## src/rtl/fetch_queue_if.sv

```systemverilog
// fetch_queue_if: SRAM read port, redirect and instruction handshake bundle for fetch_queue.
interface fetch_queue_if;
    logic         i_redirect;
    logic [7:0]   i_redirect_pc;
    logic         i_write_busy;
    logic         o_read_en;
    logic [31:0]  o_read_addr;
    logic [287:0] i_datas;
    logic         o_inst_valid;
    logic [71:0]  o_inst;
    logic [7:0]   o_inst_pc;
    logic         i_inst_ready;

    modport master (
        input  i_redirect, i_redirect_pc, i_write_busy, i_datas, i_inst_ready,
        output o_read_en, o_read_addr, o_inst_valid, o_inst, o_inst_pc
    );

    modport slave (
        output i_redirect, i_redirect_pc, i_write_busy, i_datas, i_inst_ready,
        input  o_read_en, o_read_addr, o_inst_valid, o_inst, o_inst_pc
    );
endinterface

```

## src/rtl/fetch_queue.sv

```systemverilog
// fetch_queue: issues four-wide SRAM reads and buffers returned words in an in-order queue.
// Optional macro FETCH_QUEUE_PERF_CNT_EN adds the o_stall_cnt output.
module fetch_queue #(
    parameter int DEPTH = 8
) (
    input  logic          i_fire,
    input  logic          rst,
    fetch_queue_if.master bus
`ifdef FETCH_QUEUE_PERF_CNT_EN
    ,
    output logic [15:0]   o_stall_cnt
`endif
);
    localparam int AW = $clog2(DEPTH);
    localparam int CW = $clog2(DEPTH + 5);

    logic [7:0]    fetch_pc_q, fetch_pc_d;
    logic [7:0]    issue_pc_q, issue_pc_d;
    logic          inflight_q, inflight_d;
    logic [CW-1:0] count_q, count_d;
    logic [AW-1:0] head_q, head_d;
    logic [AW-1:0] tail_q, tail_d;
    logic [71:0]   inst_mem [DEPTH];
    logic [7:0]    pc_mem [DEPTH];
    logic          read_en, capture, pop;

    // Issue/capture/pop decisions and next-state; redirect overrides everything.
    always_comb begin
        read_en    = rst && !bus.i_redirect && !bus.i_write_busy &&
                     (count_q + (inflight_q ? CW'(4) : CW'(0))) <= CW'(DEPTH - 4);
        capture    = inflight_q && !bus.i_redirect;
        pop        = (count_q != CW'(0)) && bus.i_inst_ready && !bus.i_redirect;
        count_d    = bus.i_redirect ? CW'(0) :
                     count_q + (capture ? CW'(4) : CW'(0)) - (pop ? CW'(1) : CW'(0));
        head_d     = bus.i_redirect ? AW'(0) :
                     !pop ? head_q : (head_q == AW'(DEPTH - 1)) ? AW'(0) : head_q + AW'(1);
        tail_d     = bus.i_redirect ? AW'(0) :
                     !capture ? tail_q : (tail_q == AW'(DEPTH - 4)) ? AW'(0) : tail_q + AW'(4);
        inflight_d = read_en;
        fetch_pc_d = bus.i_redirect ? bus.i_redirect_pc : read_en ? fetch_pc_q + 8'd4 : fetch_pc_q;
        issue_pc_d = read_en ? fetch_pc_q : issue_pc_q;
    end

    // Control state; reset asynchronously drops queue contents and any in-flight read.
    always_ff @(posedge i_fire or negedge rst) begin
        if (!rst) begin
            fetch_pc_q <= 8'd0;
            issue_pc_q <= 8'd0;
            inflight_q <= 1'b0;
            count_q    <= CW'(0);
            head_q     <= AW'(0);
            tail_q     <= AW'(0);
        end else begin
            fetch_pc_q <= fetch_pc_d;
            issue_pc_q <= issue_pc_d;
            inflight_q <= inflight_d;
            count_q    <= count_d;
            head_q     <= head_d;
            tail_q     <= tail_d;
        end
    end

    // Queue storage; tail is always 4-aligned so the four lanes never straddle the wrap.
    always_ff @(posedge i_fire) begin
        if (capture) begin
            for (int k = 0; k < 4; k++) begin
                inst_mem[tail_q + AW'(k)] <= bus.i_datas[72*k +: 72];
                pc_mem[tail_q + AW'(k)]   <= issue_pc_q + 8'(k);
            end
        end
    end

    assign bus.o_read_en    = read_en;
    assign bus.o_read_addr  = {fetch_pc_q + 8'd3, fetch_pc_q + 8'd2, fetch_pc_q + 8'd1, fetch_pc_q};
    assign bus.o_inst_valid = count_q != CW'(0);
    assign bus.o_inst       = inst_mem[head_q];
    assign bus.o_inst_pc    = pc_mem[head_q];

`ifdef FETCH_QUEUE_PERF_CNT_EN
    logic [15:0] stall_cnt_q, stall_cnt_d;

    // Saturating count of cycles where no read could issue; a redirect clears it.
    always_comb begin
        stall_cnt_d = bus.i_redirect ? 16'd0 :
                      (!read_en && stall_cnt_q != 16'hFFFF) ? stall_cnt_q + 16'd1 : stall_cnt_q;
    end

    // Stall counter register.
    always_ff @(posedge i_fire or negedge rst) begin
        if (!rst) stall_cnt_q <= 16'd0;
        else      stall_cnt_q <= stall_cnt_d;
    end

    assign o_stall_cnt = stall_cnt_q;
`endif
endmodule

```

## src/flat_wrapper.sv

```systemverilog
// flat-port wrapper written by rule: the top's interface ports become plain ports
module fetch_queue_flat 
#(
    parameter int DEPTH = 8
)
  (i_fire, rst, bus_i_redirect, bus_i_redirect_pc, bus_i_write_busy, bus_i_datas, bus_i_inst_ready, bus_o_read_en, bus_o_read_addr, bus_o_inst_valid, bus_o_inst, bus_o_inst_pc);
  fetch_queue_if bus_i ();
  input  logic i_fire;
  input  logic rst;
  input wire logic [$bits(bus_i.i_redirect)-1:0] bus_i_redirect;
  input wire logic [$bits(bus_i.i_redirect_pc)-1:0] bus_i_redirect_pc;
  input wire logic [$bits(bus_i.i_write_busy)-1:0] bus_i_write_busy;
  input wire logic [$bits(bus_i.i_datas)-1:0] bus_i_datas;
  input wire logic [$bits(bus_i.i_inst_ready)-1:0] bus_i_inst_ready;
  output wire logic [$bits(bus_i.o_read_en)-1:0] bus_o_read_en;
  output wire logic [$bits(bus_i.o_read_addr)-1:0] bus_o_read_addr;
  output wire logic [$bits(bus_i.o_inst_valid)-1:0] bus_o_inst_valid;
  output wire logic [$bits(bus_i.o_inst)-1:0] bus_o_inst;
  output wire logic [$bits(bus_i.o_inst_pc)-1:0] bus_o_inst_pc;
  assign bus_i.i_redirect = bus_i_redirect;
  assign bus_i.i_redirect_pc = bus_i_redirect_pc;
  assign bus_i.i_write_busy = bus_i_write_busy;
  assign bus_i.i_datas = bus_i_datas;
  assign bus_i.i_inst_ready = bus_i_inst_ready;
  assign bus_o_read_en = bus_i.o_read_en;
  assign bus_o_read_addr = bus_i.o_read_addr;
  assign bus_o_inst_valid = bus_i.o_inst_valid;
  assign bus_o_inst = bus_i.o_inst;
  assign bus_o_inst_pc = bus_i.o_inst_pc;
  fetch_queue #(.DEPTH(DEPTH)) u_core (.i_fire(i_fire), .rst(rst), .bus(bus_i));
endmodule
```

## config.mk

```make
export PLATFORM = sky130hd
export DESIGN_NAME = fetch_queue_flat
export DESIGN_NICKNAME = d
export VERILOG_FILES = /design/src/rtl/fetch_queue_if.sv /design/src/rtl/fetch_queue.sv /design/src/flat_wrapper.sv
export SDC_FILE = /design/constraint.sdc
export NUM_CORES = 1
export LEC_CHECK = 0
export BUFFER_PORTS_ARGS = -buffer_cell sky130_fd_sc_hd__buf_2
export CAP_MARGIN = 20
export CORE_ASPECT_RATIO = 1.2
export CORE_MARGIN = 3
export CORE_UTILIZATION = 50
export DETAILED_ROUTE_END_ITERATION = 10
export PLACE_DENSITY = 0.78
export SYNTH_ARGS = -nofsm -noshare
export SYNTH_HDL_FRONTEND = slang
export SYNTH_SLANG_ARGS = --single-unit
```

## constraint.sdc

```tcl
create_clock -name i_fire -period 4.04 [get_ports i_fire]
set_input_delay 0.808 -clock i_fire [delete_from_list [all_inputs] [get_ports i_fire]]
set_output_delay 0.808 -clock i_fire [all_outputs]
set_load 0.05 [all_outputs]
```

## Yosys cells after proc, flatten, opt, wreduce, memory -nomap -nowiden

Memory sizes are Yosys's and may differ from the RTL's.
Cells that the tools add are included.

- Memories kept: 2
- Output and inout port bits: 114
- Bits of input ports: 301
- Bits in registers: 27
- Bits in writable memories: 640

- Mux-type cells: 14
- Magnitude comparators: 1
- Equal/unequal tests: 2
- Reductions and logical operators: 12
- Add/sub/neg operators: 15

Memory list:

| memory | words | width | read ports | clocked after memory_dff | wr ports | RTL line | source |
|---|---|---|---|---|---|---|---|
| u_core.inst_mem | 8 | 72 | 1 | 0 | 4 | fetch_queue.sv:23 | `logic [71:0] inst_mem [DEPTH];` |
| u_core.pc_mem | 8 | 8 | 1 | 0 | 4 | fetch_queue.sv:24 | `logic [7:0] pc_mem [DEPTH];` |

Operator list:

| cell | count |
|---|---|
| adder 8 x 2 -> 8 bit, second input constant | 4 |
| 2-to-1 mux 3 bit | 8 |
| adder 8 x 1 -> 8 bit, second input constant | 2 |
| 2-to-1 mux 8 bit | 2 |
| adder 4 bit | 2 |
| adder 8 x 3 -> 8 bit, second input constant | 1 |
| adder 3 x 1 -> 3 bit, second input constant | 2 |
| adder 3 x 2 -> 3 bit, second input constant | 2 |
| == test 3 bit, second input constant | 2 |
| logical AND 1 bit | 6 |
| nonzero test 2 bit | 3 |
| <= comparator 4 x 3 -> 1 bit, second input constant | 1 |
| 2-to-1 mux 4 bit | 1 |
| nonzero test 4 bit | 1 |
| subtractor 4 bit | 1 |
| adder 3 bit, second input constant | 1 |
| 2-to-1 mux 1 bit | 3 |
| logical NOT 1 bit | 2 |

## Logic depth before layout (Yosys ltp)

Gate-level depths: netlist (run 1).

- Depth in word-level cells: 6
- Mapped depth: 9

## Worst setup path before layout (run 1)

Ideal clock, no wire load.

- Kind: in2reg
- Start: input port bus_i_redirect
- End: memory u_core.inst_mem[0][0] (enable)
- Cell stages on the path: 7
- Setup slack: 348 ps
- Arrival time: 3258 ps
- Required time: 3606 ps
- Cells stage by stage: buf_6 -> nand2b_1 -> or2_0 -> buf_2 -> buf_6 -> buf_2 -> inv_1

RTL lines:

| element | RTL line | source |
|---|---|---|
| from (decl) | flat_wrapper.sv:10 | `input wire logic [$bits(bus_i.i_redirect)-1:0] bus_i_redirect;` |
| to (decl) | fetch_queue.sv:23 |  |

## Final worst setup path (run 1)

- Start: register u_core.head_q[0]
- End: output port bus_o_inst[11]

- Cells in the longest elaborated chain, start to end: 1

Ends and longest elaborated chain:

| element | RTL line | source |
|---|---|---|
| from (decl) | fetch_queue.sv:21 | `logic [AW-1:0] head_q, head_d;` |
| from (signal assigned) | fetch_queue.sv:51 | `head_q <= AW'(0);` |
| from (signal assigned) | fetch_queue.sv:58 | `head_q <= head_d;` |
| memory read (8 x 72 bit) | - |  |
| to (decl) | flat_wrapper.sv:18 | `output wire logic [$bits(bus_i.o_inst)-1:0] bus_o_inst;` |

Every way passes these cells.

==> results, run 1 <==
- The area of all placed cells without fillers is 0.0358 sq mm.
- The final critical-path setup slack is 0.289 ns.
- After layout, the design draws a total of 18.2 mW.
- The post-DP HPWL is 51,800 microns.
- The highest achievable clock rate is 0.267 GHz.
- The placed instances occupy a cell area of 0.0337 sq mm.
- The required time of the critical path is 3.23 ns.
- Yosys mapped the design onto 47 distinct sky130hd cell types.
- The filler cells instantiated in the layout total 4,743.
- At the worst endpoint, the arrival time is 2.94 ns.
- The most common flop cell mapped by yosys is sky130_fd_sc_hd__edfxtp_1.
- The final routed wirelength across all metal layers is 80,900 microns.
- TritonCTS built the clock tree.
- In this run the tightest slew margin relative to its limit is 33.1%.
- The detail-routed net length per standard cell is 22.6 microns.
- The final count of hold timing violations was 0.
- The number of buffers on the longest clock path is 3.
- The part of the power in combinational logic is 22.8%.
- The maximum number of pins on one net before global-route repair is 133.
- Once the floorplan was initialized, standard cells occupied 50.6% of the core.
- The layout cell share with drive strength beyond 1 is between 20 and 30%.
- In this run, post-CTS hold repair placed 0 buffers.
- The overall die height is 281 microns.
- The number of gates resized after CTS was 0.
- The number of warnings printed during yosys synthesis is 0.
- In this run, synthesis inferred between 600 and 700 flip-flops with an integrated enable.
- The flow ran to the end, and the final reports show no timing, DRC or antenna violations.
- The average via count per standard cell is 5.66.
- For this run, the register share of the synthesized area comes to 63.0%.
- Power spread over the standard cell area amounts to 510 mW/mm^2.
- The actual transition at the worst max-transition pin is 1.00 ns.
- The synthesized design devotes to its leading area cell type 61.0% of total area.
- The worst setup path is launched from a register.
- The cell chosen for the clock root is sky130_fd_sc_hd__clkbuf_16.
- The die covers 0.0660 sq mm.
- The peak supply drop is 0.329 mV.
- The switching share of power is 29.7%.
- The post-layout minimum cycle time is 3.75 ns.
- The routability-driven placement congestion ratio is 0.836.
- The kind of end point of the critical path is a primary output.
- The worst min-delay path class is in2async.
- Clock tree synthesis found a total of ~670 sinks.
- Buffers added to address setup during post-CTS repair amount to 0.
- The post-synthesis register bit count is approximately 670.
- The count of final max-slew check failures is 0.
- For this design the top-level I/O count stands at just over 400.
- After synthesis, the cell types taking the most area are sky130_fd_sc_hd__edfxtp_1, sky130_fd_sc_hd__nand2_1, sky130_fd_sc_hd__mux4_2.
- The clock buffer count from CTS is 66.
- The number of port buffers is 414.
- The post-synth design cell area is 0.0315 sq mm.
- The later-pin clock latency in the skew report is between 0.5 and 0.6 ns.
- The level count of the clock H-tree is 3.
- The biggest area contributor in the post-synthesis netlist is sky130_fd_sc_hd__edfxtp_1.
- The net count of the finished layout is 3,002.
- In this run the core area contains 100 standard-cell rows.
- The area of combinational cells with multiple inputs is 0.0101 sq mm.
- The power dissipated by switching net loads is between 5 and 6 mW.
- Cell internal power was estimated by the tool at 12.8 mW.
- The global-route wire length before repair is 120,000 microns.
- At the placement stage, the worst setup path has a slack of 0.707 ns.
- The standard cell core area is 0.0622 sq mm.
- The share of total power in sequential cells is 45.1%.
- The number of global-route vias before repair is 20,997.
- The clock share of power is 32.1%.
- The classification of the worst setup path is reg2out.
- The gate count of the mapped netlist is 2,453.
- Clock skew on the completed layout was measured at around 0.015 ns.
- Setup violations remaining at the end of the flow were counted as 0.
- The DRC violation total after the first TritonRoute iteration is 1,619.
- The clock transition at the registers of the reported paths is 0.06 ns.
- The total grt overflow is 0.
- In the routed design, unresolved DRC markers number 0.
- Summed over all cells, the static leakage comes to 13.6 nW.
- The portion of the clock cycle consumed by the worst path in the final layout is between 90% and 100%.
- The first-pass detailed-route iteration total is 6.
- The initial antenna violation count is 29.
- The setup TNS is 0 ns.
- Compared with the post-synthesis result, the final layout area differs by 13.7%.
- The final route contains 20,216 vias.
- The max-capacitance violation count is 0.
- Counting every net in the synthesized netlist gives 2,772.
- A synthesized cell averages 12.8 sq um.
- The area of all sequential standard cells is 0.0199 sq mm.
- The total global-route track usage is 23.9%.
- The remaining antenna violation count after routing is 0.
- Of all nets on the critical path, the largest fanout is 23.
- Setup repair after global routing left no endpoint under its margin.
- Measured along the x axis, the die boundary spans ~240 microns.
- The share of flip-flops with an asynchronous set or reset is 3.76%.
[critical path, cell delays in order, from the launching register on]
cell	delay, ns
sky130_fd_sc_hd__dfrtp_4	0.78
sky130_fd_sc_hd__buf_12	0.29
sky130_fd_sc_hd__buf_4	0.22
sky130_fd_sc_hd__mux4_2	0.52
sky130_fd_sc_hd__mux2_4	0.29
sky130_fd_sc_hd__buf_2	0.21
[cells in the mapped netlist, drive strengths merged (2+ instances only)]
master  count
nor3b       2
inv        20
edfxtp    640
nor3        3
nand3b      2
a21boi      3
or2         2
dfrtp      25
clkbuf    185
clkinv      3
mux2       80
mux2i       4
o21ai      10
buf       109
nor4        2
xor2       34
nand2b      3
and3        2
nand2    1054
nand3      14
a21oi       7
nor2b       2
ha         17
mux4      160
xnor2      28
nand4       3
nor2       33
[final timing paths]
kind | start | end | slack [ns] | depth (start not counted)
max | u_core.head_q[0] | bus_o_inst[11] | 0.29 | 5
min | rst | u_core.issue_pc_q[6] | 0.24 | 2
max reg2reg | u_core.inflight_q | u_core.inst_mem[1][15] | 1.52 | 6
min reg2reg | u_core.tail_q[2] | u_core.tail_q[2] | 0.61 | 2
max in group asynchronous | rst | u_core.head_q[0] | 3.51 | 2
min in group i_fire | bus_i_datas[7] | u_core.inst_mem[4][7] | 0.43 | 1
[layout make-up]
class / instances / share of cell area, %
multi-input cells: 1471 / 28.1
clock inverters: 35 / 0.724
repair buffers: 456 / 7.40
diodes: 25 / 0.175
well taps: 816 / 2.85
inverters: 23 / 0.339
flip-flops and latches: 665 / 55.5
clock buffers: 83 / 4.91
[cells by family after synthesis]
group                      share of synthesized area (%)
muxes                                               15.4
DFF                                                 63.0
adders and majority gates                          0.739
AOI/OAI and AO/OA                                  0.401
and+or+nand+nor                                     13.7
xor gates and xnor gates                            1.72
buffers and inverters                               5.03
[stage by stage]
stage	hold slack (ns)	instances	util, %
finish	0.238	3574	57.6
detailed placement	0.591	3431	54.2
floorplan	0.512	2453	-
global placement	0.571	3431	54.2
CTS	0.218	3549	57.5
global route	0.235	3569	57.5
[cells in the final DEF (no fill, tap or decap), types with 17 or more instances in the layout]
cell type and instances:
sky130_fd_sc_hd__buf_12 21, sky130_fd_sc_hd__buf_2 414, sky130_fd_sc_hd__buf_4 21, sky130_fd_sc_hd__clkbuf_16 68, sky130_fd_sc_hd__dfrtp_1 22, sky130_fd_sc_hd__diode_2 25, sky130_fd_sc_hd__edfxtp_1 640, sky130_fd_sc_hd__ha_1 17
sky130_fd_sc_hd__mux2_4 78, sky130_fd_sc_hd__mux4_2 160, sky130_fd_sc_hd__nand2_1 1054, sky130_fd_sc_hd__nor2_1 33, sky130_fd_sc_hd__xnor2_1 28, sky130_fd_sc_hd__xor2_1 34
[power groups by stage]
stage / combinational, mW / clock [mW] / sequential (mW)
after floorplan: 3.48 / 0 / 8.17
after global placement: 4.08 / 0 / 8.36
after detailed placement: 4.18 / 0 / 8.38
after CTS: 4.20 / 5.94 / 8.23
after global routing: 4.43 / 6.20 / 8.26
final: 4.16 / 5.85 / 8.23
[routing by layer]
layer	part of all wire (%)	global-route usage (%)	vias to the layer above
li1	-	-	8936
met3	8.7	5.03	193
met5	0.096	0	-
met2	51	41.3	1065
met4	3.6	10.6	12
met1	37	29.2	10010
[registers in the layout (all words and copies together) (netlist names)]
signal	count
u_core.fetch_pc_q	8
u_core.pc_mem	64
u_core.head_q	3
u_core.inflight_q	1
u_core.count_q	4
u_core.inst_mem	576
u_core.tail_q	1
u_core.issue_pc_q	8
No activity file was read; power rests on OpenSTA's default activity.
==> run 2, diff against run 1 <==
--- a/config.mk
+++ b/config.mk
@@ -12,6 +12,7 @@
 export CORE_UTILIZATION = 50
 export DETAILED_ROUTE_END_ITERATION = 10
 export PLACE_DENSITY = 0.78
+export SETUP_SLACK_MARGIN = 0.1
 export SYNTH_ARGS = -nofsm -noshare
 export SYNTH_HDL_FRONTEND = slang
 export SYNTH_SLANG_ARGS = --single-unit
==> constraint.sdc (replaced) <==
create_clock -name i_fire -period 4.04 [get_ports i_fire]
set_input_delay 0.606 -clock i_fire [delete_from_list [all_inputs] [get_ports i_fire]]
set_output_delay 0.606 -clock i_fire [all_outputs]
set_load 0.05 [all_outputs]
==> run 2 against run 1 <==
  * Wire length barely moved
  * Largest cell class unchanged
  * Hold slack got worse by 0.20 ns
  * Non-clock buffer count shrank 4
  * Highest routed layer unchanged
  * Largest power group unchanged
==> results, run 2 (synthesis gave the netlist of run 1 again) <==
- The highest achievable clock rate was 0.274 GHz (was 0.267 GHz).
- The highest fanout seen on the critical path is 34 (was 23).
- The placed cell count came to 3,427 (was 3,431).
- The post-DP HPWL is 51,700 microns (was 51,800 microns).
- The DRC violation total after the first TritonRoute iteration was 1,946 (was 1,619).
- The total global-route track usage came to 24.1% (was 23.9%).
- The kind of end point of the critical path is a primary output (unchanged).
- The cell chosen for the clock root is sky130_fd_sc_hd__clkbuf_16 (unchanged).
- The routability-driven placement congestion ratio is 0.828 (was 0.836).
- Biggest regs: u_core.inst_mem (576), u_core.pc_mem (64) (unchanged).
- The final count of hold timing violations is 0 (unchanged).
- The number of global-route vias before repair is 21,049 (was 20,997).
- The number of rows in the core area is 100 (unchanged).
- The internal power was 13.1 mW (was 12.8 mW).
- The remaining antenna violation count after routing came to 0 (unchanged).
- The total grt overflow was 0 (unchanged).
- The remaining design rule violation count came to 0 (unchanged).
- The total of cells resized after clock tree synthesis came to 0 (unchanged).
- The actual transition at the worst max-transition pin is 1.13 ns (was 1.00 ns).
- The total vias in the final route is 20,128 (was 20,216).
- The detailed-routing wirelength on met1 is 29,400 microns (was 29,600 microns).
- The post-layout minimum cycle time is 3.65 ns (was 3.75 ns).
- The most common cell after layout, fill and taps aside is sky130_fd_sc_hd__nand2_1 (unchanged).
- The final routed wirelength across all metal layers came to 80,900 microns (about the same).
- Setup repair after global routing missed its margin: no (unchanged).
- The length of routed met2 wiring is 42,100 microns (was 41,400 microns).
- The flip-flop count of the largest register, all copies and words added is 576 (unchanged).
- The overall die height was 281 microns (unchanged).
- The startpoint kind of the worst setup timing path is a register (unchanged).
- The power dissipated by switching net loads is 5.38 mW (was 5.42 mW).
- The level count of the clock H-tree is 3 (unchanged).
- The standard cell core area is 0.0622 sq mm (unchanged).
- The average via count per standard cell is 5.64 (was 5.66).
- The clock transition at the registers of the reported paths came to 0.06 ns (about the same).
- The later-pin clock latency in the skew report is 0.58 ns (was 0.59 ns).
- The setup TNS was 0 ns (unchanged).
- The net total in the final layout is 2,999 (was 3,002).
- The detail-routed net length per standard cell is 22.7 microns (was 22.6 microns).
- The total leakage power is 13.6 nW (about the same).
- The classification of the worst setup path is reg2out (unchanged).
- Commonest cells after routing, fill and taps aside: sky130_fd_sc_hd__nand2_1, sky130_fd_sc_hd__edfxtp_1, sky130_fd_sc_hd__buf_2, sky130_fd_sc_hd__mux4_2, sky130_fd_sc_hd__mux2_4 (unchanged).
- The area enclosed by the die boundary is 0.0660 sq mm (unchanged).
- The max-capacitance violation count came to 0 (unchanged).
- The I/O pin count is 415 (unchanged).
- The number of buffers on the longest clock path is 3 (unchanged).
- The worst slew margin relative to its limit is 24.9% (was 33.1%).
- The count of final max-slew check failures is 0 (unchanged).
- The uppermost layer routed is met5 (unchanged).
- The number of port buffers is 414 (unchanged).
- The clock share of power is 33.0% (was 32.1%).
- The final non-filler cell total is 3,566 (was 3,574).
- The global-route wire length before repair came to 121,000 microns (was 120,000 microns).
- The worst min-delay path class was in2async (unchanged).
- The portion of the clock cycle consumed by the worst path in the final layout was 90.3% (was 92.8%).
- The signed area change from the synthesized netlist to the final layout is 13.7% (about the same).
- The die extent in x is 235 microns (unchanged).
- The part of the power in combinational logic is 22.2% (was 22.8%).
- The hold buffer count at cts is 0 (unchanged).
- The switching share of power is 29.1% (was 29.7%).
- The clock sink count is 665 (unchanged).
- The maximum number of pins on one net before global-route repair is 111 (was 133).
- The register ranked first by flip-flop count is u_core.inst_mem (unchanged).
- The layout cell share with drive strength beyond 1 came to 29.4% (was 29.5%).
- The clock tree skew after final layout is 0.0157 ns (was 0.0152 ns).
- The initial antenna violation count is 24 (was 29).
- The clock tree from TritonCTS is yes (unchanged).
- The arrival time reported for the critical path endpoint is 3.04 ns (was 2.94 ns).
- The detailed-routed wire length on met3 is 6510 microns (was 7010 microns).
- The flop-to-flop setup slack was 1.63 ns (was 1.52 ns).
- The final setup violation count came to 0 (unchanged).
- The peak supply drop was 0.290 mV (was 0.329 mV).
- The clock buffer count from CTS was 67 (was 66).
- The initial core utilization is 50.6% (unchanged).
- Outcome: complete, no violations (unchanged).
- The first-pass detailed-route iteration total is 5 (was 6).
- The number of setup buffers added after CTS came to 0 (unchanged).
- The ratio of total power to cell area is 516 mW/mm^2 (was 510 mW/mm^2).
- The share of total power in sequential cells is 44.8% (was 45.1%).
- The required time of the critical path is 3.43 ns (was 3.23 ns).
[run 2: power by group through the flow]
stage / combinational [mW] / sequential [mW] / clock, mW
floorplan: 3.48 / 8.17 / 0
global placement: 4.01 / 8.41 / 0
detailed placement: 4.11 / 8.44 / 0
CTS: 4.14 / 8.29 / 6.16
global route: 4.37 / 8.32 / 6.44
finish: 4.10 / 8.29 / 6.10
[run 2: worst max-delay path, cell delays in order, from the launching register on]
cell,delay [ns]
sky130_fd_sc_hd__dfrtp_4,0.95
sky130_fd_sc_hd__buf_4,0.40
sky130_fd_sc_hd__mux4_2,0.54
sky130_fd_sc_hd__mux2_4,0.28
sky130_fd_sc_hd__buf_2,0.21
[run 2: metrics by stage]
step           total power, mW  worst slack [ns]  hold WS, ns  util, %  area, sq um
2_1_floorplan             11.7             0.550        0.310        -        31500
3_3_place_gp              12.4             0.984        0.556     54.1        33600
3_5_place_dp              12.5             0.947        0.585     54.1        33600
4_1_cts                   18.6             0.293       0.0160     57.5        35800
5_1_grt                   19.1             0.246       0.0442     57.6        35800
6_report                  18.5             0.392       0.0339     57.6        35800
[run 2: area by class of cell]
cell class | count | area (sq um)
repair buffers | 452 | 2580
fillers | 4679 | 26400
clock inverters | 34 | 320
clock buffers | 84 | 1800
diodes | 21 | 52.6
flip-flops and latches | 665 | 19900
well taps | 816 | 1020
multi-input cells | 1471 | 10100
inverters | 23 | 121
[run 2: path summary, 6_finish.rpt]
path,depth (start not counted),endpoint,from
max,4,bus_o_inst[19],u_core.head_q[0]
min,2,u_core.fetch_pc_q[4],rst
max reg2reg,8,u_core.count_q[2],u_core.count_q[1]
min reg2reg,2,u_core.tail_q[2],u_core.tail_q[2]
max in group asynchronous,2,u_core.head_q[0],rst
min in group i_fire,1,u_core.inst_mem[4][20],bus_i_datas[20]
[run 2: routing by layer]
layer | vias to the layer above | GRT usage (%)
met5 | - | 0
met4 | 8 | 10.6
met3 | 170 | 3.95
met2 | 1053 | 42.7
met1 | 9975 | 29.5
li1 | 8922 | -
==> run 3, diff against run 2 <==
--- a/config.mk
+++ b/config.mk
@@ -5,7 +5,7 @@
 export SDC_FILE = /design/constraint.sdc
 export NUM_CORES = 1
 export LEC_CHECK = 0
-export BUFFER_PORTS_ARGS = -buffer_cell sky130_fd_sc_hd__buf_2
+export BUFFER_PORTS_ARGS = -buffer_cell sky130_fd_sc_hd__buf_4
 export CAP_MARGIN = 20
 export CORE_ASPECT_RATIO = 1.2
 export CORE_MARGIN = 3
==> constraint.sdc (replaced) <==
create_clock -name i_fire -period 4.6 [get_ports i_fire]
set_input_delay 0.69 -clock i_fire [delete_from_list [all_inputs] [get_ports i_fire]]
set_output_delay 0.69 -clock i_fire [all_outputs]
set_load 0.05 [all_outputs]
==> run 3 against run 2 <==
  * Final cell count is 0.50% lower
  * Sequential power is 13% lower
  * Setup slack better by 0.64 ns
  * Sequential share of layout area is 1.5 points lower
  * Critical endpoint is now bus_o_inst_pc[4]
==> results, run 3 (synthesis gave the netlist of run 1 again) <==
- The highest achievable clock rate is 0.280 GHz.
- The flop-to-flop setup slack is 2.02 ns (was 1.63 ns).
- The kind of end point of the critical path was a primary output (unchanged).
- The clock buffer count from CTS is 67 (unchanged).
- The number of instances on the worst hold path is 1.
- The worst min-delay path class is in2reg (was in2async).
- The part of the power in combinational logic was 23.5% (was 22.2%).
- The detail-routed net length per standard cell came to 22.3 microns (was 22.7 microns).
- The worst slew margin relative to its limit is 40.1% (was 24.9%).
- The level count of the clock H-tree is 3 (unchanged).
- The final setup violation count was 0 (unchanged).
- The area enclosed by the die boundary is 0.0660 sq mm (unchanged).
- The count of final max-slew check failures is 0 (unchanged).
- The remaining antenna violation count after routing is 0 (unchanged).
- The arrival time reported for the critical path endpoint is 2.88 ns (was 3.04 ns).
- The maximum number of pins on one net before global-route repair is 121 (was 111).
- The DRC violation total after the first TritonRoute iteration was 1,628 (was 1,946).
- The startpoint identified for the worst hold timing path is bus_i_datas[52].
- The clock tree skew after final layout is 0.0122 ns (was 0.0157 ns).
- Biggest regs: u_core.inst_mem (576), u_core.pc_mem (64) (unchanged).
- The total vias in the final route is 19,940 (was 20,128).
- The ratio of total power to cell area is 449 mW/mm^2 (was 516 mW/mm^2).
- The most common cell after layout, fill and taps aside is sky130_fd_sc_hd__nand2_1 (unchanged).
- The number of port buffers is 414 (unchanged).
- The instance area after placement is 0.0346 sq mm (was 0.0336 sq mm).
- The initial core utilization is 50.6% (unchanged).
- The number of buffers on the longest clock path was 3 (unchanged).
- The end of the worst register-to-register path is u_core.inst_mem[1][26] (was u_core.count_q[2]).
- The global-route wire length before repair was 118,000 microns (was 121,000 microns).
- The total leakage power is 14.0 nW (was 13.6 nW).
- The actual transition at the worst max-transition pin was 0.899 ns (was 1.13 ns).
- The area of all placed cells without fillers is 0.0368 sq mm (was 0.0358 sq mm).
- The initial antenna violation count came to 6 (was 24).
- The register ranked first by flip-flop count is u_core.inst_mem (unchanged).
- The worst hold slack is 0.297 ns (was 0.0339 ns).
- Outcome: complete, no violations (unchanged).
- The number of rows in the core area came to 100 (unchanged).
- The startpoint kind of the worst setup timing path is a register (unchanged).
- Commonest cells after routing, fill and taps aside: sky130_fd_sc_hd__nand2_1, sky130_fd_sc_hd__edfxtp_1, sky130_fd_sc_hd__buf_4, sky130_fd_sc_hd__mux4_2, sky130_fd_sc_hd__mux2_4 (was sky130_fd_sc_hd__nand2_1, sky130_fd_sc_hd__edfxtp_1, sky130_fd_sc_hd__buf_2, sky130_fd_sc_hd__mux4_2, sky130_fd_sc_hd__mux2_4).
- The placed cell count was 3,421 (was 3,427).
- The post-route core utilization is 59.1% (was 57.6%).
- The internal power is 11.7 mW (was 13.1 mW).
- The max-capacitance violation count is 0 (unchanged).
- The overall die height came to 281 microns (unchanged).
- The power dissipated by switching net loads is 4.76 mW (was 5.38 mW).
- The switching share of power was 28.9% (was 29.1%).
- The final critical-path setup slack came to 1.03 ns (was 0.392 ns).
- The layout cell share with drive strength beyond 1 is 29.5% (was 29.4%).
- Setup repair after global routing missed its margin: no (unchanged).
- The clock transition at the registers of the reported paths is 0.06 ns (about the same).
- The total grt overflow is 0 (unchanged).
- The number of global-route vias before repair was 20,729 (was 21,049).
- The setup slack at placement is 1.41 ns (was 0.947 ns).
- The peak supply drop is 0.323 mV (was 0.290 mV).
- The required time of the critical path came to 3.91 ns (was 3.43 ns).
- The first-pass detailed-route iteration total was 6 (was 5).
- The final count of hold timing violations came to 0 (unchanged).
- The portion of the clock cycle consumed by the worst path in the final layout is roughly 78%.
- The average via count per standard cell is 5.62 (was 5.64).
- The clock share of power is 32.8% (was 33.0%).
- The final non-filler cell total is 3,548 (was 3,566).
- The signed area change from the synthesized netlist to the final layout came to 16.8% (was 13.7%).
- The worst-case hold path end point is u_core.inst_mem[4][52].
- The later-pin clock latency in the skew report is 0.59 ns (was 0.58 ns).
- The final routed wirelength across all metal layers was 79,200 microns (was 80,900 microns).
- The clock tree from TritonCTS was yes (unchanged).
- The flip-flop count of the largest register, all copies and words added was 576 (unchanged).
- The net total in the final layout is 2,994 (was 2,999).
- The total of cells resized after clock tree synthesis was 0 (unchanged).
- The I/O pin count is 415 (unchanged).
- The share of total power in sequential cells is 43.7% (was 44.8%).
- The highest fanout seen on the critical path came to 49 (was 34).
- The die extent in x came to 235 microns (unchanged).
- The standard cell core area is 0.0622 sq mm (unchanged).
- The clock sink count came to 665 (unchanged).
- The overall power of the completed layout is 16.5 mW (was 18.5 mW).
- The setup TNS is 0 ns (unchanged).
- The launching point of the worst reg2reg path is u_core.inflight_q (was u_core.count_q[1]).
- The cell chosen for the clock root is sky130_fd_sc_hd__clkbuf_16 (unchanged).
- The routed design could run at a clock period as short as 3.57 ns.
- The classification of the worst setup path is reg2out (unchanged).
- The post-DP HPWL came to 49,900 microns (was 51,700 microns).
- The total global-route track usage is 23.5% (was 24.1%).
- The remaining design rule violation count is 0 (unchanged).
- The number of cells on the worst reg-to-reg path is 5 (was 8).
- The routability-driven placement congestion ratio is 0.870 (was 0.828).
## run 3: critical path: stages, from the launching register on
cell	delay (ns)
sky130_fd_sc_hd__dfrtp_4	0.72
sky130_fd_sc_hd__buf_12	0.41
sky130_fd_sc_hd__mux4_2	0.57
sky130_fd_sc_hd__mux2_4	0.32
sky130_fd_sc_hd__buf_4	0.20
## run 3: timing repair
item / 4_1_cts / 5_1_grt
setup buffers: 0 / 0
hold endpoints to repair: 25 / 0
hold buffers: 1 / 0
## run 3: routing by layer
metal / track usage [%] / wire length [microns]
met4: 10.9 / 3150
met2: 41.8 / 41300
met5: 0 / 13
met1: 27.8 / 28300
met3: 4.30 / 6470
## run 3: power by group through the flow
stage	sequential [mW]	combinational, mW	clock [mW]
after floorplan	7.17	3.06	0
after global placement	7.34	3.82	0
after detailed placement	7.35	3.90	0
after CTS	7.22	3.92	5.49
after global routing	7.25	4.11	5.71
final	7.22	3.88	5.41
## run 3: worst max path at each step
stage                     start                      to  cells past startpoint
5_1_grt        u_core.head_q[0]        bus_o_inst_pc[4]                      4
3_5_place_dp     bus_i_redirect  u_core.inst_mem[1][25]                      6
6_report       u_core.head_q[0]        bus_o_inst_pc[4]                      4
4_1_cts        u_core.head_q[0]        bus_o_inst_pc[4]                      4
2_1_floorplan    bus_i_redirect   u_core.inst_mem[0][0]                      7
3_3_place_gp     bus_i_redirect  u_core.inst_mem[1][26]                      6
## run 3: area by class of cell
type	count	area, sq um
fill	4642	25400
sequential	665	19900
multi-input combinational	1471	10100
timing repair buffer	447	3530
clock buffer	81	1840
tap	816	1020
clock inverter	40	333
inverter	23	121
antenna	5	12.5
